$ cat src/rtl/fifo_frame_reader.sv
// fifo_frame_reader
//   Read-side consumer for the dual-clock fifo, running entirely in the
//   fifo's read clock domain. It pops bytes from the fifo read port and
//   emits framed packets on a valid/ready stream. Each frame is a HEADER
//   beat, then FRAME_LEN payload beats, then an XOR checksum beat.
//   An empty fifo mid-frame inserts bubbles; nothing is popped unless the
//   popped byte can be registered on the same edge.
module fifo_frame_reader #(
    parameter int                  DATASIZE  = 8,
    parameter int                  FRAME_LEN = 16,
    parameter logic [DATASIZE-1:0] HEADER    = DATASIZE'(8'hA5)
) (
    input  logic                rclk,
    input  logic                rrst_n,
    input  logic                enable,
    input  logic [DATASIZE-1:0] rdata,
    input  logic                rempty,
    output logic                rinc,
    output logic [DATASIZE-1:0] m_data,
    output logic                m_valid,
    input  logic                m_ready,
    output logic                m_sof,
    output logic                m_eof,
    output logic [15:0]         frame_cnt
);

    // Payload index must reach FRAME_LEN-1 for any FRAME_LEN in 1..256.
    localparam int               IDX_W    = $clog2(FRAME_LEN) + 1;
    localparam logic [IDX_W-1:0] LAST_IDX = IDX_W'(FRAME_LEN - 1);

    typedef enum logic [1:0] {
        S_IDLE    = 2'd0,
        S_PAYLOAD = 2'd1,
        S_CHECK   = 2'd2
    } state_t;

    state_t              state_q,     state_d;
    logic [DATASIZE-1:0] m_data_q,    m_data_d;
    logic                m_valid_q,   m_valid_d;
    logic                m_sof_q,     m_sof_d;
    logic                m_eof_q,     m_eof_d;
    logic [DATASIZE-1:0] csum_q,      csum_d;
    logic [IDX_W-1:0]    idx_q,       idx_d;
    logic [15:0]         frame_cnt_q, frame_cnt_d;

    // The output register may load a new beat when empty or being consumed.
    logic adv;

    // State register: every register clears on a synchronous active-low reset.
    always_ff @(posedge rclk) begin
        if (!rrst_n) begin
            state_q     <= S_IDLE;
            m_data_q    <= '0;
            m_valid_q   <= 1'b0;
            m_sof_q     <= 1'b0;
            m_eof_q     <= 1'b0;
            csum_q      <= '0;
            idx_q       <= '0;
            frame_cnt_q <= '0;
        end else begin
            state_q     <= state_d;
            m_data_q    <= m_data_d;
            m_valid_q   <= m_valid_d;
            m_sof_q     <= m_sof_d;
            m_eof_q     <= m_eof_d;
            csum_q      <= csum_d;
            idx_q       <= idx_d;
            frame_cnt_q <= frame_cnt_d;
        end
    end

    // Next-state and next-beat logic; nothing moves while a beat is stalled.
    always_comb begin
        state_d     = state_q;
        m_data_d    = m_data_q;
        m_valid_d   = m_valid_q;
        m_sof_d     = m_sof_q;
        m_eof_d     = m_eof_q;
        csum_d      = csum_q;
        idx_d       = idx_q;
        frame_cnt_d = frame_cnt_q;

        if (adv) begin
            case (state_q)
                S_IDLE: begin
                    // A frame only starts when its first payload byte is already
                    // waiting, so an idle fifo never produces a lone header.
                    if (enable && !rempty) begin
                        m_data_d  = HEADER;
                        m_sof_d   = 1'b1;
                        m_eof_d   = 1'b0;
                        m_valid_d = 1'b1;
                        csum_d    = '0;
                        idx_d     = '0;
                        state_d   = S_PAYLOAD;
                    end else begin
                        m_valid_d = 1'b0;
                    end
                end
                S_PAYLOAD: begin
                    if (!rempty) begin
                        m_data_d  = rdata;
                        m_valid_d = 1'b1;
                        m_sof_d   = 1'b0;
                        csum_d    = csum_q ^ rdata;
                        idx_d     = idx_q + 1'b1;
                        if (idx_q == LAST_IDX) begin
                            state_d = S_CHECK;
                        end
                    end else begin
                        // Underflow: emit a bubble and wait for the fifo.
                        m_valid_d = 1'b0;
                    end
                end
                S_CHECK: begin
                    m_data_d    = csum_q;
                    m_eof_d     = 1'b1;
                    m_valid_d   = 1'b1;
                    frame_cnt_d = frame_cnt_q + 16'd1;
                    state_d     = S_IDLE;
                end
                default: begin
                    state_d   = S_IDLE;
                    m_valid_d = 1'b0;
                end
            endcase
        end
    end

    // Output logic: advance condition and the fifo pop, the sole pop source.
    always_comb begin
        adv  = !m_valid_q || m_ready;
        rinc = rrst_n && adv && (state_q == S_PAYLOAD) && !rempty;
    end

    assign m_data    = m_data_q;
    assign m_valid   = m_valid_q;
    assign m_sof     = m_sof_q;
    assign m_eof     = m_eof_q;
    assign frame_cnt = frame_cnt_q;

endmodule

$ cat config.mk
export PLATFORM = sky130hd
export DESIGN_NAME = fifo_frame_reader
export DESIGN_NICKNAME = d
export VERILOG_FILES = /design/src/rtl/fifo_frame_reader.sv
export SDC_FILE = /design/constraint.sdc
export NUM_CORES = 1
export LEC_CHECK = 0
export CAP_MARGIN = 20
export CORE_ASPECT_RATIO = 1.4
export CORE_UTILIZATION = 30
export DETAILED_ROUTE_END_ITERATION = 7
export PLACE_DENSITY = 0.61
export SETUP_SLACK_MARGIN = 0.2
export SLEW_MARGIN = 20
export SYNTH_ARGS = -nofsm -noshare
export SYNTH_HDL_FRONTEND = slang
export SYNTH_SLANG_ARGS = --single-unit
$ cat constraint.sdc
create_clock -name rclk -period 3.6 [get_ports rclk]
set_clock_uncertainty 0.15 [all_clocks]
set_input_delay 0.72 -clock rclk [delete_from_list [all_inputs] [get_ports rclk]]
set_output_delay 0.72 -clock rclk [all_outputs]
set_load 0.02 [all_outputs]
Word-level counts from Yosys, hierarchy flattened
Index checks and enable logic that the tools add are counted.
{ "totals": {"output_inout_bits": 28, "reg_bits": 42, "word_cells": 54, "in_bits": 13} }
{ "op_classes": {"mux": 21, "n_addsub": 2, "reduce_logical": 16, "bitwise_logic": 1, "eq_ne": 6} }
{ "ops": {"columns": ["op", "count"], "rows": [
  ["two-way mux 8 bit", 4],
  ["case mux 8 bit (3 select lines)", 1],
  ["adder 16 x 1 -> 16 bit (second input constant)", 1],
  ["case mux 8 bit (2 select lines)", 1],
  ["AND reduction 4 bit", 3],
  ["two-way mux 5 bit", 2],
  ["case mux 5 bit (2 select lines)", 1],
  ["XOR 8 bit", 1],
  ["two-way mux 2 bit", 3],
  ["!= test 2 bit (second input constant)", 3],
  ["adder 5 x 1 -> 5 bit (second input constant)", 1],
  ["equality test 5 x 4 -> 1 bit (second input constant)", 1],
  ["two-way mux 1 bit", 5],
  ["logical AND 1 bit", 4],
  ["case mux 1 bit (2 select lines)", 2],
  ["case mux 2 bit (2 select lines)", 1],
  ["nonzero test 2 bit", 2],
  ["case mux 1 bit (3 select lines)", 1],
  ["AND reduction 3 bit", 1],
  ["nonzero test 3 bit", 1],
  ["equality test 2 x 1 -> 1 bit (second input constant)", 1],
  ["equality test 2 bit (second input constant)", 1],
  ["zero test 1 bit", 2],
  ["zero test 2 bit", 1],
  ["other kinds (2)", 2]
]} }

Logic depth before layout (Yosys ltp)
{ "depth": {"ltp_word": 5, "depth_mapped": 7, "depth_no_buf": 6} }

Worst setup path before layout
No wires, ideal clock.
{ "synth_timing": {"path_type": "reg-to-output", "start": "register state_q[1]", "end": "output rinc", "path_buffers": 1, "stages_incl_launch_ff": 6, "arrival_ns": 1.623, "slack_ns": 1.107, "t_required_ns": 2.730, "cell_sequence": "dfxtp_1 -> inv_1 -> ha_1 -> inv_1 -> clkbuf_1 -> nor4_1"} }
{ "synth_between": {"elab_chain_len": 3} }
{ "synth_lines": {"columns": ["item", "line_no", "source"], "rows": [
  ["start: declaration", "37", "state_t state_q, state_d;"],
  ["start signal: assignment", "61", "state_q <= state_d;"],
  ["equality test 2 x 1 -> 1 bit", "133", "rinc = rrst_n && adv && (state_q == S_PAYLOAD) && !rempty;"],
  ["logical AND 1 bit (2 in a row)", "133", null],
  ["end: declaration", "18", "output logic rinc,"]
]} }
Every way passes these cells.

Worst setup path in the final report
{ "layout_timing": {"start": "input rempty", "end": "output rinc"} }
{ "layout_between": {"elab_chain_len": 2} }
{ "layout_lines": {"columns": ["item", "line_no", "source"], "rows": [
  ["start: declaration", "17", "input logic rempty,"],
  ["zero test 1 bit", "133", null],
  ["logical AND 1 bit", "133", null]
]} }
Every way passes these cells.

==> impl_metrics.toml <==
[clock_network]
ctsHoldBuffers = 0
cts_buffer_depth = 2
numCtsBuffers = 5
cts_tree = "yes"
postCtsSetupBuffers = 0
cts_num_sinks = 42
cts_resized = 0
clk_latency_ns = 0.30
cts.htree.levels = 2
clk_pin_slew_ns = 0.09
cts_root_buf = "clkbuf_8"

[drt]
dr.pass1.iters = 6
drtAntennaViolNets = 0
dr.first_iter.drc_count = 82
vias = 1852
wl_per_cell_um = 14.11
totalWireLength_um = 4981
drc = 6
via_per_inst = 5.246

[hold_path]
hold_class = "reg -> reg"

[setup_path]
r2r-end = "frame_cnt[13]$_SDFFE_PN0P_"
critPathKind = "in -> out"
crit_path_cell_trace = "clkdlybuf4s50_1 -> nor4_1 -> clkdlybuf4s50_1"
reg2reg_from = "state_q[0]$_SDFFE_PN0P_"
cp-end-kind = "output port"
r2r_cells = 6
crit_family = "buffers and inverters"
reg2reg_setup_slack_ns = 1.11
crit_slowest_cell = "clkdlybuf4s50_1"
crit_path_end = "rinc"
worstSetupStartpoint = "rempty"
cp.arrival_ns = 2.31
worst-path-buf-inv = 2
max_stage_delay_ns = 0.68
cp_common_cell = "clkdlybuf4s50_1"
path_max_fanout = 7
worstSetupStartpointType = "input port"
worst-path-stages = 3
crit_required_ns = 2.73

[floorplan]
dieArea_sq_mm = 0.007042
die_h_um = 98.90
core_area_sq_mm = 0.006339
rows = 34
start_util_pct = 31.74
ios = 41
die_w_um = 71.21

[sta]
hold-worst-slack_ns = 0.3118
maxSlewViolCount = 0
setup_viol = 0
worst_slew_pin_slew_ns = 0.5775
post-route-period-util_pct = 88.32
fin_tns_setup_ns = 0
hold_viol_final = 0
min_period_ns = 3.179
rsz0062_at_grt = "no"
fin_ws_ns = 0.4206
slew_headroom_pct = 61.33
timing.fmax_mhz = 314.5

[logic_synthesis]
async_flop_share_pct = 0
synth-main-ff-cell = "dfxtp_1"
syn_avg_cell_area_sq_um = 8.453
synthTopCellsByArea = "dfxtp_1, a21oi_1, ha_1, nor2_1, o21ai_0"
synth_top_area_cell = "dfxtp_1"
synth_edf_count = 0
ys_warn_count = 0
seq_area_frac_synth_pct = 41.79
yosysTopAreaCellShare_pct = 41.79
synthesis.nets = 260
synth_area_sq_mm = 0.002012
synth_common_cells = "dfxtp_1, a21oi_1, nor2_1"
synth-seq-cells = 42
synth_cells = 238
synth.most_common_cell = "dfxtp_1"
synth.distinct_cells = 32

[grt]
overflow = 0
grt_pass1_vias = 1745
grt_usage_pct = 15.11
grt_max_degree = 36
grt_pass1_wl_um = 8335
antenna_found_initial = 0

[power_and_ir_drop]
powerDensity_mw_per_mm2 = 503.7
ir_drop_mv = 0.1597
p_leak_nw = 0.8714

[layout]
fin_util_pct = 40.84
multi_input_area_sq_mm = 0.001081
final-seq-area_sq_um = 840.8
areaGrowthSynthToFinish_pct = 28.67
nFillCells = 662
fin_cells = 353
diodes = 0
fin_nets = 302
layout-drive-gt1-share_pct = 5.694

[status]
violations = "design-rule violations"
outcome = "finished, violations left"

[placed_design]
place.gp.congestion = 0.7827
hpwl_um = 3519
port_buffers = 40
dp_cells = 345
place_ws_ns = 0.4335

[flow_run]
cap_viol_max_count = 0
[kinds of logic after synthesis]
kind of cell / Yosys count / share of synthesized area [%]
AOI/OAI and AO/OA: 71 / 22.08
xor gates and xnor gates: 6 / 2.612
DFF: 42 / 41.79
buffers and inverters: 22 / 4.478
and+or+nand+nor: 86 / 22.45
muxes: 2 / 0.9951
adders and majority gates: 9 / 5.597
[through the flow]
stage                     area (sq um)  power [W]
after floorplan                   2012  0.0008365
after global placement            2499   0.001004
after detailed placement          2499   0.001008
after CTS                         2589   0.001319
after global routing              2589   0.001390
final                             2589   0.001304
[worst min-delay path: cells and delay by family, from the launching register on]
kind,cells,cell delay [ns]
AOI/OAI and AO/OA,1,0.05
DFF,1,0.32
buffers and inverters,1,0.05
[routing by layer]
metal	up-vias	GRT usage, %	routed length, um
li1	950	-	-
met1	851	16.34	2092
met2	49	27.84	2589
met3	2	4.294	283
met4	0	4.769	15
met5	-	0	0
[worst min path at each step]
stage                                 from                endpoint  depth (start not counted)
CTS                     m_sof$_SDFFE_PN0P_      m_sof$_SDFFE_PN0P_                          2
detailed placement      m_sof$_SDFFE_PN0P_      m_sof$_SDFFE_PN0P_                          2
global placement        m_sof$_SDFFE_PN0P_      m_sof$_SDFFE_PN0P_                          2
floorplan           csum_q[1]$_SDFFE_PN0P_  csum_q[1]$_SDFFE_PN0P_                          2
finish                  m_sof$_SDFFE_PN0P_      m_sof$_SDFFE_PN0P_                          2
global route            m_sof$_SDFFE_PN0P_      m_sof$_SDFFE_PN0P_                          2
[layout by cell type, fill, tap and decap left out, types with 2 or more instances in the layout]
cell / instances
dfxtp_1: 42
clkdlybuf4s50_1: 40
nor2_1: 25
a21oi_1: 25
o21ai_0: 17
nand3_1: 14
nand2_1: 12
inv_1: 10
a22oi_1: 10
o31ai_1: 10
nand3b_1: 9
ha_1: 9
or4_1: 6
buf_4: 6
clkbuf_8: 5
or3_1: 4
nand4_1: 4
xor2_1: 4
a311oi_1: 4
and3_1: 3
nor2b_1: 2
nor4_1: 2
mux2i_1: 2
nand2b_1: 2
and2_1: 2
xnor2_1: 2
[sequential cells by signal, summed over array words and instances, names as in the netlist]
| name | cells |
|---|---|
| frame_cnt | 16 |
| m_eof | 1 |
| state_q | 2 |
| m_data | 8 |
| m_sof | 1 |
| csum_q | 8 |
| idx_q | 5 |
| m_valid | 1 |
[layout make-up]
class | instances | share of cell area [%]
Multi-Input combinational cell | 174 | 41.76
Clock buffer | 5 | 2.658
Tap cell | 72 | 3.480
Timing Repair Buffer | 46 | 17.21
Clock inverter | 3 | 0.8217
Sequential cell | 42 | 32.48
Inverter | 11 | 1.595
[where the power goes]
part	leakage (nW)	internal, W	switching (W)
Sequential	0.340	0.000509	0.0000339
Clock	0.0441	0.000136	0.000172
Combinational	0.487	0.000179	0.000274
Power figures use the tool's default switching activity.
